$ cat config.mk
export PLATFORM = sky130hd
export DESIGN_NAME = twiddle_mult
export DESIGN_NICKNAME = d
export VERILOG_FILES = /design/src/rtl/fft_pkg.sv /design/src/rtl/sm_mult_q.sv /design/src/rtl/twiddle_mult.sv
export SDC_FILE = /design/constraint.sdc
export NUM_CORES = 2
export LEC_CHECK = 0
export ABC_CLOCK_PERIOD_IN_PS = 7800
export BUFFER_PORTS_ARGS = -buffer_cell sky130_fd_sc_hd__buf_2
export CORE_ASPECT_RATIO = 1.2
export CORE_UTILIZATION = 45
export CTS_BUF_LIST = sky130_fd_sc_hd__clkbuf_8
export DETAILED_ROUTE_END_ITERATION = 10
export GPL_ROUTABILITY_DRIVEN = 0
export PLACE_DENSITY_LB_ADDON = 0.1
export SYNTH_ARGS = -nofsm -noshare
export SYNTH_HDL_FRONTEND = slang
export SYNTH_SLANG_ARGS = --single-unit
$ cat constraint.sdc
create_clock -name clk -period 7.8 [get_ports clk]
set_input_delay 0.39 -clock clk [delete_from_list [all_inputs] [get_ports clk]]
set_output_delay 0.39 -clock clk [all_outputs]
set_load 0.02 [all_outputs]
$ cat src/rtl/fft_pkg.sv
// Shared FFT datapath package.
// Holds the word format and the fixed-point scaling of the 32-point radix-2 FFT.
// It also holds the sign-magnitude word type, the twiddle constant tables and a
// sign-magnitude add helper that the butterfly-side stages use.
package fft_pkg;

  localparam int number_bits = 22;
  localparam int N           = 32;
  localparam int Q           = 8;
  localparam int K_W         = $clog2(N/2);
  localparam int MAG_W       = number_bits - 1;

  localparam logic [MAG_W-1:0] MAG_MAX = '1;

  // Bit [number_bits-1] is the sign (1 = negative); the rest is the magnitude.
  typedef struct packed {
    logic             sign;
    logic [MAG_W-1:0] mag;
  } sm_t;

  // round(2^Q * cos(2*pi*k/N)), magnitude part, k = 0..N/2-1.
  localparam logic [Q:0] cos_mag [N/2] = '{
    9'd256, 9'd251, 9'd237, 9'd213, 9'd181, 9'd142, 9'd98,  9'd50,
    9'd0,   9'd50,  9'd98,  9'd142, 9'd181, 9'd213, 9'd237, 9'd251
  };

  // Sign of the cosine term: bit k set means negative (k = 9..15).
  localparam logic [N/2-1:0] cos_sign = 16'hFE00;

  // round(2^Q * sin(2*pi*k/N)). The twiddle imaginary part is the negation of
  // this, so its sign is 1 wherever the magnitude is non-zero.
  localparam logic [Q:0] sin_mag [N/2] = '{
    9'd0,   9'd50,  9'd98,  9'd142, 9'd181, 9'd213, 9'd237, 9'd251,
    9'd256, 9'd251, 9'd237, 9'd213, 9'd181, 9'd142, 9'd98,  9'd50
  };

  // Clears the sign of a zero magnitude so -0 never propagates.
  function automatic sm_t sm_norm(sm_t x);
    sm_t r;
    r = x;
    if (x.mag == '0) r.sign = 1'b0;
    return r;
  endfunction

  // Sign-magnitude addition with saturation on like-signed overflow.
  // Unlike signs subtract smaller from larger and keep the sign of the larger.
  function automatic sm_t sm_add(sm_t x, sm_t y);
    sm_t          r;
    logic [MAG_W:0] sum;
    sum = '0;
    if (x.sign == y.sign) begin
      sum    = {1'b0, x.mag} + {1'b0, y.mag};
      r.sign = x.sign;
      r.mag  = sum[MAG_W] ? MAG_MAX : sum[MAG_W-1:0];
    end else if (x.mag >= y.mag) begin
      r.sign = x.sign;
      r.mag  = x.mag - y.mag;
    end else begin
      r.sign = y.sign;
      r.mag  = y.mag - x.mag;
    end
    if (r.mag == '0) r.sign = 1'b0;
    return r;
  endfunction

endpackage

$ cat src/rtl/sm_mult_q.sv
// Combinational sign-magnitude Q-format multiplier.
//   x, y : sign-magnitude operands (fft_pkg::sm_t)
//   p    : product, magnitude = (|x|*|y| + 2^(Q-1)) >> Q (round half up),
//          saturated to MAG_MAX, sign forced to 0 on a zero magnitude.
module sm_mult_q
  import fft_pkg::*;
(
  input  sm_t x,
  input  sm_t y,
  output sm_t p
);

  localparam int PW = 2*MAG_W + 1;

  localparam logic [PW-1:0] HALF    = PW'(1) << (Q-1);
  localparam logic [PW-1:0] SAT_LIM = PW'(MAG_MAX);

  logic [PW-1:0] prod;
  logic [PW-1:0] rounded;
  logic [PW-1:0] scaled;

  always_comb begin
    prod    = PW'(x.mag) * PW'(y.mag);
    rounded = prod + HALF;
    scaled  = rounded >> Q;
    p.mag   = (scaled > SAT_LIM) ? MAG_MAX : scaled[MAG_W-1:0];
    p.sign  = (p.mag == '0) ? 1'b0 : (x.sign ^ y.sign);
  end

endmodule

$ cat src/rtl/twiddle_mult.sv
// Pipelined complex twiddle multiplier for the 32-point radix-2 FFT.
// Computes (a + jb) * W_N^k with W = c + jd, c = cos term, d = -sin term:
//   re = a*c - b*d,  im = a*d + b*c   (sign-magnitude, Q fractional bits).
// Ports:
//   clk, rst              clock, synchronous active-high reset
//   in_valid / in_ready   input handshake; in_re, in_im, in_k sampled on accept
//   out_valid / out_ready output handshake; out_re, out_im result words
// Handshake: a word moves on any edge where valid && ready are both high.
// The three stages move together whenever the output slot is free or is being
// drained (adv). While stalled every stage holds, bubbles included, so outputs
// stay stable and in_ready is low. Latency is 3 cycles when never stalled.
module twiddle_mult
  import fft_pkg::*;
(
  input  logic                   clk,
  input  logic                   rst,
  input  logic                   in_valid,
  output logic                   in_ready,
  input  logic [number_bits-1:0] in_re,
  input  logic [number_bits-1:0] in_im,
  input  logic [K_W-1:0]         in_k,
  output logic                   out_valid,
  input  logic                   out_ready,
  output logic [number_bits-1:0] out_re,
  output logic [number_bits-1:0] out_im
);

  logic adv;

  // S1: operands and twiddle constants
  logic v1;
  sm_t  a1, b1, c1, d1;
  // S2: rounded/saturated partial products
  logic v2;
  sm_t  ac2, bd2, ad2, bc2;
  // S3: result
  sm_t  re3, im3;

  sm_t c_rom, d_rom;
  sm_t ac_p, bd_p, ad_p, bc_p;
  sm_t bd_neg, re_n, im_n;

  assign adv      = !out_valid || out_ready;
  assign in_ready = adv && !rst;

  // Twiddle lookup; the sin term is always stored negated, zero stays +0.
  always_comb begin
    c_rom.sign = cos_sign[in_k];
    c_rom.mag  = MAG_W'(cos_mag[in_k]);
    d_rom.sign = (sin_mag[in_k] != '0);
    d_rom.mag  = MAG_W'(sin_mag[in_k]);
  end

  sm_mult_q u_mul_ac (.x(a1), .y(c1), .p(ac_p));
  sm_mult_q u_mul_bd (.x(b1), .y(d1), .p(bd_p));
  sm_mult_q u_mul_ad (.x(a1), .y(d1), .p(ad_p));
  sm_mult_q u_mul_bc (.x(b1), .y(c1), .p(bc_p));

  // re = ac - bd is done as ac + (-bd); sm_add fixes up a -0 result.
  always_comb begin
    bd_neg.sign = ~bd2.sign;
    bd_neg.mag  = bd2.mag;
    re_n        = sm_add(ac2, bd_neg);
    im_n        = sm_add(ad2, bc2);
  end

  always_ff @(posedge clk) begin
    if (rst) begin
      v1        <= 1'b0;
      a1        <= '0;
      b1        <= '0;
      c1        <= '0;
      d1        <= '0;
      v2        <= 1'b0;
      ac2       <= '0;
      bd2       <= '0;
      ad2       <= '0;
      bc2       <= '0;
      out_valid <= 1'b0;
      re3       <= '0;
      im3       <= '0;
    end else if (adv) begin
      v1 <= in_valid;
      if (in_valid) begin
        a1 <= sm_norm(in_re);
        b1 <= sm_norm(in_im);
        c1 <= c_rom;
        d1 <= d_rom;
      end
      v2        <= v1;
      ac2       <= ac_p;
      bd2       <= bd_p;
      ad2       <= ad_p;
      bc2       <= bc_p;
      out_valid <= v2;
      re3       <= re_n;
      im3       <= im_n;
    end
  end

  assign out_re = re3;
  assign out_im = im3;

endmodule

==> metrics.md <==
| Metric | Value |
|---|---|
| Outcome | `complete, no violations` |
| Inserted Clock Buffers | `17` |
| Post-synth EDFFs | `0` |
| Congestion Overflow GR | `0` |
| Top_reg_cell synth | `dfxtp_1` |
| CP max FO | `22` |
| Layout cells sized above 1 | `6.96%` |
| Hold WC Path Type | `in -> reg` |
| Post-Route Setup TNS | `0 ns` |
| Largest net degree at the start of global routing | `between 100 and 150` |
| I/O Pins | `98` |
| Worst setup EP type | `flop` |
| Initial antenna violation count | `2` |
| R2R Path Start | `c1[7]` |
| Cells after DPL | `between 6000 and 7000` |
| Die Span X | `273 um` |
| Final worst path period share | `95.3%` |
| Max Fclk | `135 MHz` |
| Number of global-route vias before repair | `roughly 34000` |
| Syn Inst Count | `4940` |
| CP Class | `reg -> reg` |
| FILL cells | `just under 9000` |
| Pins Over Slew Limit | `0` |
| Residual DRC | `0` |
| Worst slew pin tran | `1.14 ns` |
| Die Span Y | `327 um` |
| Layout area overhead | `6.33%` |
| FF+latch count, synth | `198` |
| Crit path from | `c1[7]` |
| Library cells used by synthesis | `94` |
| Overall via count from detail_route | `roughly 35000` |
| First-pass GRT wire length | `195000 um` |
| CP Launch Type | `flop` |
| CTS tree | `yes` |
| R2R depth | `20` |
| Worst EP arrival | `7.84 ns` |
| Post-Syn Area | `39700 um^2` |
| Hold Vio Cnt, Final | `0` |
| Post-Route WL | `124000 um` |
| RSZ-0062 raised after global routing | `false` |
| Clock Skew | `0.0283 ns` |
| Seq/Total Area, Yosys | `9.99%` |
| Final non-filler cell total | `6082` |
| Placeable Area | `86800 um^2` |
| Max-capacitance violation count | `0` |
| Average vias per placed instance | `5.69` |
| Row Count | `~120` |
| Iteration-0 DRC count of the detailed router | `about 2800` |
| Worst Path Required | `8.20 ns` |
| Synth warnings | `0` |
| Most common cell after layout, fill and taps aside | `inv_1` |
| Dpl cell area | `41600 um^2` |
| Commonest cells after routing, fill and taps aside | `inv_1 (693), nand2_1 (611), fa_1 (538)` |
| Lkg Pwr | `20.7 nW` |
| Post-Syn Nets | `about 6000` |
| # setup viols final | `0` |
| Die footprint | `89400 um^2` |
| Routed wire per std cell | `20.5 um` |
| WHS | `0.0597 ns` |
| Min-Delay Path Depth | `3` |
| Clock Pin Slew Worst Setup and Hold Paths | `0.13 ns` |
| Antenna viol nets, final | `0` |
| Peak VDD IR | `0.139 mV` |
| DR pass1 iterations | `7` |
| CTS sink count | `198` |
| Clock Latency Late Sink | `about 0.6 ns` |
| Pwr/cell area | `133 nW/um^2` |
| Clock Tree Buf Depth | `2` |
| Max_slew headroom | `23.8%` |
| Clk root buf | `clkbuf_8` |
| Post-route cell area | `around 42000 um^2` |
| Hold_sp | `in_re[15]` |
| Initial Util | `between 40% and 50%` |
| Ys async rst share | `0%` |
| H-tree levels | `4` |
| Min Tclk post-route | `7.43 ns` |
| Syn_area_per_cell | `8.03 um^2` |
| GR Util All Layers | `27.9%` |
| HPWL after DPL | `101000 um` |
| I/O Buffers | `97` |
| Nets | `about 5800` |
[metal layers]
layer	part of all wire, %	GRT usage [%]	up-vias
met1	46	38.7	17100
met4	2.0	6.69	2
met3	5.2	3.06	145
li1	-	-	16300
met5	0.0088	0	-
met2	47	46.3	1036
[cells by family (layout without fill, tap and decap cells)]
| family | after synthesis | count (layout) | synth area share (%) |
|---|---|---|---|
| AND/OR/NAND/NOR | 1733 | 1733 | 22.2 |
| multiplexers | 35 | 35 | 0.911 |
| buffers and inverters | 963 | 964 | 9.18 |
| flip-flops | 198 | 198 | 9.99 |
| adder cells (fa/ha/maj) | 856 | 856 | 37.2 |
| XOR/XNOR | 177 | 177 | 3.91 |
| AO/OA/AOI/OAI | 978 | 978 | 16.7 |
| other | 0 | 1 | 0 |
[flip-flops by register name, indices dropped and copies added (netlist names)]
register	flops
d1	9
out_valid	1
ac2	22
c1	10
a1	22
ad2	22
bc2	22
out_re	22
out_im	22
b1	22
v1	1
bd2	22
v2	1
[where the power goes]
part	internal [mW]	switching, mW
logic	1.31	2.26
registers	1.16	0.164
clock network	0.248	0.477
total	2.72	2.90
[stage by stage]
| stage | worst slack (ns) | utilization, % | power (mW) |
|---|---|---|---|
| 6_report | 0.366 | 48.6 | 5.62 |
| 5_1_grt | 0.00712 | 48.6 | 6.02 |
| 4_1_cts | 0.335 | 48.6 | 5.60 |
| 3_5_place_dp | 0.394 | 47.9 | 4.85 |
| 3_3_place_gp | 0.420 | 47.9 | 4.83 |
| 2_1_floorplan | 1.01 | - | 3.74 |
[what timing repair did]
item / CTS / global route
hold buffers: 22 / 0
resized for setup: 0 / 6
buffers inserted: 0 / 0
hold endpoints to repair: 22 / 0
setup endpoints to repair: 0 / 36
[cell usage after synthesis (11+ instances only)]
cell | instances | area [um^2]
nand4_1 | 47 | 294
o21a_1 | 28 | 210
dfxtp_1 | 198 | 3960
a31o_2 | 11 | 96.3
a211o_1 | 17 | 149
nand2b_1 | 25 | 156
or2_2 | 23 | 144
o211ai_1 | 28 | 210
and2_1 | 411 | 2570
clkbuf_1 | 247 | 927
o31ai_1 | 22 | 165
or3_1 | 19 | 119
o31a_1 | 13 | 114
and3_1 | 36 | 225
nand3_1 | 76 | 380
nand2_1 | 612 | 2300
xor2_1 | 67 | 587
nor3_1 | 95 | 475
a221oi_1 | 79 | 692
a21oi_1 | 300 | 1500
nor4_1 | 40 | 250
buf_1 | 12 | 45.0
fa_1 | 538 | 10800
a21o_1 | 64 | 480
and4_1 | 16 | 140
nor2b_1 | 32 | 200
nand4b_1 | 12 | 105
a31oi_1 | 32 | 200
nor3b_1 | 17 | 128
o21bai_1 | 41 | 308
nand3b_1 | 11 | 82.6
inv_1 | 693 | 2600
o21ai_0 | 144 | 721
a211oi_1 | 60 | 450
xnor2_1 | 110 | 963
nor2_1 | 220 | 826
ha_1 | 318 | 3980
mux2i_1 | 26 | 260
[layout make-up]
type	count	area [um^2]	area share, %
antenna	1	2.50	0.00593
clock buffer	18	248	0.587
clock inverter	14	155	0.368
inverter	693	2600	6.16
multi-input combinational	3779	32100	76.1
sequential	198	3970	9.41
tap	1140	1430	3.38
timing repair buffer	239	1660	3.94
[path summary, 6_finish.rpt]
kind | slack (ns) | end
min | 0.06 | a1[15]
max reg2reg | 0.37 | ac2[6]
max | 0.37 | ac2[6]
min reg2reg | 0.46 | out_im[15]
[critical path, cell delays in order (launching register included)]
cell and delay (ns):
dfxtp_1 0.87, and2_1 0.25, fa_1 0.44, fa_1 0.51, fa_1 0.54, inv_1 0.05, fa_1 0.57, inv_1 0.06
ha_1 0.37, a21oi_1 0.27, a21oi_1 0.10, o21a_1 0.18, or2_2 0.28, o211a_1 0.14, a211o_1 0.35, or4_4 0.60
or4b_4 0.52, or4b_4 0.53, and2_4 0.20, nor2_8 0.27, a221oi_1 0.12
No activity file was read; power rests on OpenSTA's default activity.
